**src/rtl/master_transmitter_if.sv**
```systemverilog
// Parallel/serial signal bundle between the SPI master stage and its neighbours.
// The master modport is the transmitter's view; the slave modport is the far side.
interface master_transmitter_if #(
    parameter int unsigned DATA_WIDTH = 16
);
    logic                  start_transaction;
    logic                  CKP;
    logic                  CPH;
    logic [DATA_WIDTH-1:0] tx_data;
    logic                  MISO;
    logic                  SCK;
    logic                  MOSI;
    logic                  SS;
    logic [DATA_WIDTH-1:0] rx_data;
    logic                  busy;
    logic                  done;

    modport master (
        input  start_transaction,
        input  CKP,
        input  CPH,
        input  tx_data,
        input  MISO,
        output SCK,
        output MOSI,
        output SS,
        output rx_data,
        output busy,
        output done
    );

    modport slave (
        output start_transaction,
        output CKP,
        output CPH,
        output tx_data,
        output MISO,
        input  SCK,
        input  MOSI,
        input  SS,
        input  rx_data,
        input  busy,
        input  done
    );
endinterface

```
**src/rtl/master_transmitter.sv**
```systemverilog
// SPI master: frames a parallel word onto SS/SCK/MOSI in any CKP/CPH mode and
// captures the MISO reply. SCK half-period is DIV system clocks.
module master_transmitter #(
    parameter int unsigned DATA_WIDTH = 16,
    parameter int unsigned DIV        = 2
) (
    input  logic                CLK,
    input  logic                RESET,
    master_transmitter_if.master bus
);
    localparam int unsigned N         = DATA_WIDTH;
    localparam int unsigned HP_W      = (DIV > 1) ? $clog2(DIV) : 1;
    localparam int unsigned EDGE_W    = $clog2(2 * N + 1);
    localparam int unsigned LAST_EDGE = 2 * N - 1;

    typedef enum logic [1:0] {
        IDLE     = 2'd0,
        LEAD     = 2'd1,
        TRANSFER = 2'd2,
        TRAIL    = 2'd3
    } state_t;

    state_t              state_q, state_d;
    logic [HP_W-1:0]     hp_q, hp_d;
    logic [EDGE_W-1:0]   edge_q, edge_d;
    logic [N-1:0]        tx_q, tx_d;
    logic [N-1:0]        rx_q, rx_d;
    logic [N-1:0]        rxdata_q, rxdata_d;
    logic                ckp_q, ckp_d;
    logic                cph_q, cph_d;
    logic                sck_q, sck_d;
    logic                mosi_q, mosi_d;
    logic                ss_q, ss_d;
    logic                busy_q, busy_d;
    logic                done_q, done_d;

    logic                hp_wrap_c;
    logic                leading_c;
    logic                last_edge_c;

    // Odd-numbered toggles (edge count even before the toggle) move SCK away from idle.
    assign hp_wrap_c   = (hp_q == HP_W'(DIV - 1));
    assign leading_c   = ~edge_q[0];
    assign last_edge_c = (edge_q == EDGE_W'(LAST_EDGE));

    always_ff @(posedge CLK) begin
        if (RESET) begin
            state_q  <= IDLE;
            hp_q     <= '0;
            edge_q   <= '0;
            tx_q     <= '0;
            rx_q     <= '0;
            rxdata_q <= '0;
            ckp_q    <= 1'b0;
            cph_q    <= 1'b0;
            sck_q    <= 1'b0;
            mosi_q   <= 1'b0;
            ss_q     <= 1'b1;
            busy_q   <= 1'b0;
            done_q   <= 1'b0;
        end else begin
            state_q  <= state_d;
            hp_q     <= hp_d;
            edge_q   <= edge_d;
            tx_q     <= tx_d;
            rx_q     <= rx_d;
            rxdata_q <= rxdata_d;
            ckp_q    <= ckp_d;
            cph_q    <= cph_d;
            sck_q    <= sck_d;
            mosi_q   <= mosi_d;
            ss_q     <= ss_d;
            busy_q   <= busy_d;
            done_q   <= done_d;
        end
    end

    always_comb begin
        state_d  = state_q;
        hp_d     = hp_q;
        edge_d   = edge_q;
        tx_d     = tx_q;
        rx_d     = rx_q;
        rxdata_d = rxdata_q;
        ckp_d    = ckp_q;
        cph_d    = cph_q;
        sck_d    = sck_q;
        mosi_d   = mosi_q;
        ss_d     = ss_q;
        busy_d   = busy_q;
        done_d   = 1'b0;

        case (state_q)
            IDLE: begin
                ss_d   = 1'b1;
                busy_d = 1'b0;
                sck_d  = bus.CKP;
                if (bus.start_transaction) begin
                    tx_d    = bus.tx_data;
                    rx_d    = '0;
                    ckp_d   = bus.CKP;
                    cph_d   = bus.CPH;
                    ss_d    = 1'b0;
                    mosi_d  = bus.CPH ? 1'b0 : bus.tx_data[N-1];
                    hp_d    = '0;
                    edge_d  = '0;
                    busy_d  = 1'b1;
                    state_d = LEAD;
                end
            end

            LEAD: begin
                if (hp_wrap_c) begin
                    hp_d    = '0;
                    state_d = TRANSFER;
                end else begin
                    hp_d = hp_q + HP_W'(1);
                end
            end

            TRANSFER: begin
                if (hp_wrap_c) begin
                    hp_d   = '0;
                    sck_d  = ~sck_q;
                    edge_d = edge_q + EDGE_W'(1);
                    // Mode 0/2 samples on leading and shifts on trailing; mode 1/3 the reverse.
                    if (!cph_q) begin
                        if (leading_c) begin
                            rx_d = {rx_q[N-2:0], bus.MISO};
                        end else if (!last_edge_c) begin
                            tx_d   = {tx_q[N-2:0], 1'b0};
                            mosi_d = tx_q[N-2];
                        end
                    end else begin
                        if (leading_c) begin
                            mosi_d = tx_q[N-1];
                            tx_d   = {tx_q[N-2:0], 1'b0};
                        end else begin
                            rx_d = {rx_q[N-2:0], bus.MISO};
                        end
                    end
                    if (last_edge_c) begin
                        state_d = TRAIL;
                    end
                end else begin
                    hp_d = hp_q + HP_W'(1);
                end
            end

            TRAIL: begin
                if (hp_wrap_c) begin
                    hp_d     = '0;
                    edge_d   = '0;
                    ss_d     = 1'b1;
                    rxdata_d = rx_q;
                    done_d   = 1'b1;
                    mosi_d   = 1'b0;
                    busy_d   = 1'b0;
                    state_d  = IDLE;
                end else begin
                    hp_d = hp_q + HP_W'(1);
                end
            end

            default: begin
                state_d = IDLE;
            end
        endcase
    end

    assign bus.SCK     = sck_q;
    assign bus.MOSI    = mosi_q;
    assign bus.SS      = ss_q;
    assign bus.rx_data = rxdata_q;
    assign bus.busy    = busy_q;
    assign bus.done    = done_q;

endmodule

```
**src/flat_wrapper.sv**
```systemverilog
// flat-port wrapper written by rule: the top's interface ports become plain ports
module master_transmitter_flat 
#(
    parameter int unsigned DATA_WIDTH = 16,
    parameter int unsigned DIV        = 2
)
  (CLK, RESET, bus_start_transaction, bus_CKP, bus_CPH, bus_tx_data, bus_MISO, bus_SCK, bus_MOSI, bus_SS, bus_rx_data, bus_busy, bus_done);
  master_transmitter_if #(.DATA_WIDTH(DATA_WIDTH)) bus_i ();
  input  logic CLK;
  input  logic RESET;
  input wire logic [$bits(bus_i.start_transaction)-1:0] bus_start_transaction;
  input wire logic [$bits(bus_i.CKP)-1:0] bus_CKP;
  input wire logic [$bits(bus_i.CPH)-1:0] bus_CPH;
  input wire logic [$bits(bus_i.tx_data)-1:0] bus_tx_data;
  input wire logic [$bits(bus_i.MISO)-1:0] bus_MISO;
  output wire logic [$bits(bus_i.SCK)-1:0] bus_SCK;
  output wire logic [$bits(bus_i.MOSI)-1:0] bus_MOSI;
  output wire logic [$bits(bus_i.SS)-1:0] bus_SS;
  output wire logic [$bits(bus_i.rx_data)-1:0] bus_rx_data;
  output wire logic [$bits(bus_i.busy)-1:0] bus_busy;
  output wire logic [$bits(bus_i.done)-1:0] bus_done;
  assign bus_i.start_transaction = bus_start_transaction;
  assign bus_i.CKP = bus_CKP;
  assign bus_i.CPH = bus_CPH;
  assign bus_i.tx_data = bus_tx_data;
  assign bus_i.MISO = bus_MISO;
  assign bus_SCK = bus_i.SCK;
  assign bus_MOSI = bus_i.MOSI;
  assign bus_SS = bus_i.SS;
  assign bus_rx_data = bus_i.rx_data;
  assign bus_busy = bus_i.busy;
  assign bus_done = bus_i.done;
  master_transmitter #(.DATA_WIDTH(DATA_WIDTH), .DIV(DIV)) u_core (.CLK(CLK), .RESET(RESET), .bus(bus_i));
endmodule
```
**config.mk**
```make
export PLATFORM = sky130hd
export DESIGN_NAME = master_transmitter_flat
export DESIGN_NICKNAME = d
export VERILOG_FILES = /design/src/rtl/master_transmitter_if.sv /design/src/rtl/master_transmitter.sv /design/src/flat_wrapper.sv
export SDC_FILE = /design/constraint.sdc
export NUM_CORES = 1
export LEC_CHECK = 0
export CORE_MARGIN = 2
export CORE_UTILIZATION = 40
export DETAILED_ROUTE_END_ITERATION = 8
export SYNTH_ARGS = -nofsm -noshare
export SYNTH_HDL_FRONTEND = slang
export SYNTH_SLANG_ARGS = --single-unit
```
**constraint.sdc**
```tcl
create_clock -name CLK -period 2 [get_ports CLK]
set_clock_uncertainty 0.15 [all_clocks]
set_input_delay 0.4 -clock CLK [delete_from_list [all_inputs] [get_ports CLK]]
set_output_delay 0.4 -clock CLK [all_outputs]
set_load 0.005 [all_outputs]
```
Yosys cells after proc, flatten, opt, wreduce, memory -nomap -nowiden:

Index checks and enable logic that the tools add are counted.

* input bits: 22
* memories kept: 0
* memory bits (writable): 0
* bits in read-only memories: 0
* register bits after elaboration: 63
* output and inout port bits: 21
* word-level logic and storage cells: 88
* bits in latches: 0

* mux-type cells: 43
* multiply operators: 0
* $lt $le $gt $ge: 0
* $add $sub $neg: 2
* bitwise gates (word level): 2
* shift operators: 0
* divide/modulo/power cells: 0
* equal/unequal tests: 14
* reductions and logical operators: 15

Operator list (count)
* two-way mux 16 bit: 11
* one-hot mux 16 bit (2 select lines): 2
* two-way mux 6 bit: 3
* one-hot mux 6 bit (3 select lines): 1
* two-way mux 1 bit: 15
* two-way mux 2 bit: 5
* AND reduction 5 bit: 2
* != test 2 x 1 -> 1 bit (second input constant): 4
* one-hot mux 1 bit (2 select lines): 4
* one-hot mux 2 bit (4 select lines): 1
* AND reduction 2 bit: 4
* AND reduction 7 bit: 1
* adder 6 x 1 -> 6 bit (second input constant): 1
* equality test 6 x 5 -> 1 bit (second input constant): 1
* != test 3 x 2 -> 1 bit (second input constant): 2
* != test 3 bit (second input constant): 2
* AND reduction 6 bit: 1
* equality test 2 bit (second input constant): 2
* AND reduction 4 bit: 1
* nonzero test 2 bit: 2
* != test 3 x 1 -> 1 bit (second input constant): 1
* one-hot mux 1 bit (3 select lines): 1
* nonzero test 3 bit: 1
* OR reduction 3 bit: 1
* other kinds (6): 7

Depth between registers and ports, before layout:

* depth after elaboration: 6
* depth in mapped cells: 9

Worst setup path after synthesis:

OpenSTA, ideal clock, no wires.

* path type: reg-to-reg
* start point: reg u_core.state_q[0]
* end point: reg u_core.edge_q[4]
* clock period less this slack: 2074 ps
* data arrival time: 1832 ps
* setup slack: -74 ps
* data required time: 1758 ps
* cell stages (with the launch flop): 8
* cells stage by stage: dfxtp_1 > inv_1 > ha_1 > buf_4 > o21ba_2 > or4b_4 > mux2i_1 > nor4_1

* longest elaborated chain between the ends: 3
* elaborated cells on any way between the ends: 9
* those cells by class: eq/ne (5); mux (1); reduce/logical (3)

RTL lines
* start: declaration: line master_transmitter.sv:23 `state_t state_q, state_d;`
* start signal: assignment: line master_transmitter.sv:62 `state_q <= state_d;`
* equality test 2 bit or zero test 2 bit (tied branches): line master_transmitter.sv:93 `case (state_q)`
* != test 2 x 1 -> 1 bit (no line), or another cell as far along
* AND reduction 4 bit (no line)
* end signal: assignment: line master_transmitter.sv:64 `edge_q <= edge_d;`
* end: declaration: line master_transmitter.sv:25 `logic [EDGE_W-1:0] edge_q, edge_d;`

Several ways; a longest one is shown, not always the timed one.
A chain may end at the register's enable or synchronous reset.

Worst setup path after layout:

* start point: reg u_core.state_q[0]
* end point: reg u_core.tx_q[14]

* longest elaborated chain between the ends: 3
* elaborated cells on any way between the ends: 10
* those cells by class: eq/ne (6); mux (1); reduce/logical (3)

RTL lines
* equality test 2 bit or zero test 2 bit (tied branches): line master_transmitter.sv:93
* != test 3 bit (no line), or another cell as far along
* AND reduction 6 bit (no line)
* end signal: assignment: line master_transmitter.sv:65 `tx_q <= tx_d;`
* end: declaration: line master_transmitter.sv:26 `logic [N-1:0] tx_q, tx_d;`

Several ways; a longest one is shown, not always the timed one.

==> results by group <==
Run status
  – Outcome: completed

Worst setup path
  – Type of destination of the critical path: flop
  – Worst Path Required: 2.08 ns
  – Worst Reg2Reg Path Length in Cells: 8
  – Critical path class: flop to flop
  – CP arrival: 2.05 ns
  – Crit-path max FO: 8
  – Crit start category: flop

Synth
  – Post-Syn Area: 0.00269 mm2
  – Post-synth top area cell: dfxtp_1
  – Sequential fraction of the synthesis area: 46.9%
  – Synth warn: 0
  – Combinational family with the most area after synthesis: compound AO/OA/AOI/OAI gates
  – Simple logic cell fraction of the synthesized area: 13.5%
  – Count of cell types in the netlist: 40
  – Cells after Synth: 278
  – FF+latch count, synth: 63
  – Synthesized Nets: 306
  – XOR/XNOR share of the synthesized area: 1.30%
  – Post-synthesis compound-gate area fraction: 22.3%
  – Dominant cells by area after synthesis: dfxtp_1 47%, a21oi_1 7.6%, mux2i_1 7.1%
  – Synthesized area per cell: 9.68 um2
  – Area share of fa/ha/maj cells after synthesis: 2.79%
  – Post-synth top area share: 46.9%
  – Mux contribution to synthesized area: 7.91%

Global route
  – Pin count of the biggest net entering global routing: 34
  – Total GRT Usage: 16.6%
  – Congestion Overflow GR: 0
  – First-pass GRT wire length: 9710 um
  – Vias in the first global route: 2119
  – Initial antenna violation count: 0

STA
  – Peak Freq: 0.508 GHz
  – Measured slew at the worst slew-check pin: 0.667 ns
  – Final setup fails: 0
  – Hold Fails Final Rpt: 0
  – Setup TNS: 0 ns
  – Setup WS post-layout: 0.0319 ns
  – Slew Limit Headroom: 55.4%
  – Final Critical Period: 1.97 ns
  – Slew Limit Fails: 0
  – Period utilization: 98.4%

Drt
  – DR DRC count: 0
  – WL final: 6020 um
  – Routed Antenna Nets: 0
  – Total vias in the final route: 2236
  – Initial DRC count: 107
  – DRT Pass-1 Iters: 4
  – Drt via density: 5.34
  – Wire length per cell: 14.4 um

Floorplan
  – Chip width: 86.0 um
  – Chip Height: 86.0 um
  – Die ar.: 0.00740 mm2
  – Initial cell density of the core: 41.9%
  – Cell Rows: 29
  – Core Region: 0.00642 mm2
  – I/O pin cnt: 43

Layout
  – Commonest non-fill, non-tap cell in the layout: dfxtp_1
  – ANT cells: 0
  – Finished Layout Cells: 419
  – Layout area overhead: 34.8%
  – Commonest non-fill, non-tap cells in the layout: 61 x dfxtp_1, 42 x clkdlybuf4s50_1, 41 x a21oi_1, 25 x nand2_1, 23 x buf_4
  – Layout cells sized above 1: 19.6%
  – Nets: 365

Power and ir drop
  – P_leak: 1.33 nW
  – Worst vdd ir: 718 uV
  – Pwr dens: 1420 mW/mm2
  – Final Power: 0.00516 W

Hold path
  – Hold Crit Depth: 2
  – Worst min-delay path category: flop to flop

Placement
  – Port bufs: 42
  – DP Wirelength: 3880 um
  – Place WS: -0.195 ns
  – DP Cell Count: 397
  – Gpl congestion: 0.815

CTS
  – Root buf cell: clkbuf_8
  – H-tree level count: 3
  – Clk sinks: 63
  – Skew-Pair Late Insertion Delay: 0.34 ns
  – Clock Tree Buf Depth: 2
  – # hold bufs at CTS: 0
  – CTS tree: yes
  – CTS buffer count: 9
  – Clock transition at path regs: 0.07 ns

Run
  – Max-cap violations: 0
cell usage after synthesis:
library cell	instances
mux2_2	2
a31oi_1	1
nand4_1	2
o211ai_2	1
mux2i_1	19
inv_1	6
buf_4	3
nor4_1	2
and4_4	1
buf_1	2
a21oi_1	41
dfxtp_1	63
ha_1	6
a32oi_4	1
buf_2	8
nand2_1	25
a31o_2	2
o22ai_1	1
a22o_1	16
nor3_1	1
nor4_2	1
o211a_1	2
nand3_1	19
xnor2_1	3
clkbuf_1	7
nand2b_1	3
o21ai_0	1
or2_2	1
nor4b_1	1
nor3_2	1
nor2b_1	1
or4b_4	1
and2b_4	1
or3_1	1
buf_6	2
a41o_1	1
xor2_1	1
nor2_1	11
a311oi_1	16
o21ba_2	1
sequential cells by signal (all words and copies together), names as in the netlist:
name / cells
u_core.rx_q: 16
u_core.bus.MOSI: 1
u_core.hp_q: 1
u_core.bus.busy: 1
u_core.bus.rx_data: 16
u_core.cph_q: 1
u_core.tx_q: 16
u_core.edge_q: 6
u_core.bus.SCK: 1
u_core.bus.SS: 1
u_core.state_q: 2
u_core.bus.done: 1
repair_timing:
item | 4_1_cts | 5_1_grt
buffers inserted | 0 | 4
gates cloned | 0 | 2
resized for setup | 3 | 8
setup endpoints to repair | 17 | 14
pin swaps | 0 | 6
metrics by stage:
stage / utilization (%) / hold WS, ns / cell area, um2
floorplan: - / 0.282 / 2700
global placement: 51.5 / 0.294 / 3300
detailed placement: 51.5 / 0.296 / 3300
CTS: 54.8 / 0.306 / 3520
global route: 56.5 / 0.342 / 3630
finish: 56.5 / 0.307 / 3630
per-layer routing:
metal / vias to the layer above / routed length [um] / GRT usage (%)
met5: - / 0 / 0
met4: 0 / 75 / 7.07
met2: 49 / 2850 / 26.9
met1: 1035 / 2810 / 20.2
li1: 1145 / - / -
met3: 7 / 280 / 5.39
final timing paths:
kind,startpoint,slack (ns),to
worst max-delay path,u_core.state_q[0],0.03,u_core.tx_q[14]
worst max register to register,u_core.state_q[0],0.03,u_core.tx_q[14]
worst min-delay path,u_core.rx_q[15],0.31,u_core.rx_q[15]
worst min register to register,u_core.rx_q[15],0.31,u_core.rx_q[15]
cell families after synthesis:
kind of cell | count (synthesis)
muxes | 21
AOI/OAI and AO/OA | 84
and+or+nand+nor | 72
buffers and inverters | 28
DFF | 63
xor gates and xnor gates | 4
adders and majority gates | 6
final cells by class:
cell class                 count  area (um2)
multi-input combinational    187        1340
sequential                    63        1270
timing repair buffer          70         703
inverter                       6        22.5
clock inverter                 7        73.8
tap                           77        96.3
clock buffer                   9         124
fill                         565        2800
worst max-delay path: stages, from the launching register on:
cell	delay (ns)
dfxtp_4	0.37
inv_2	0.06
ha_4	0.19
buf_4	0.15
mux2i_2	0.17
nor2_4	0.25
buf_12	0.16
a21oi_1	0.07
a311oi_1	0.29
where the power goes:
part,switching [W],internal [W],total (W)
Combinational,0.00123,0.00122,0.00245
Clock,0.000516,0.000576,0.00109
Sequential,0.000150,0.00146,0.00161
(Power assumes the default switching activity.)
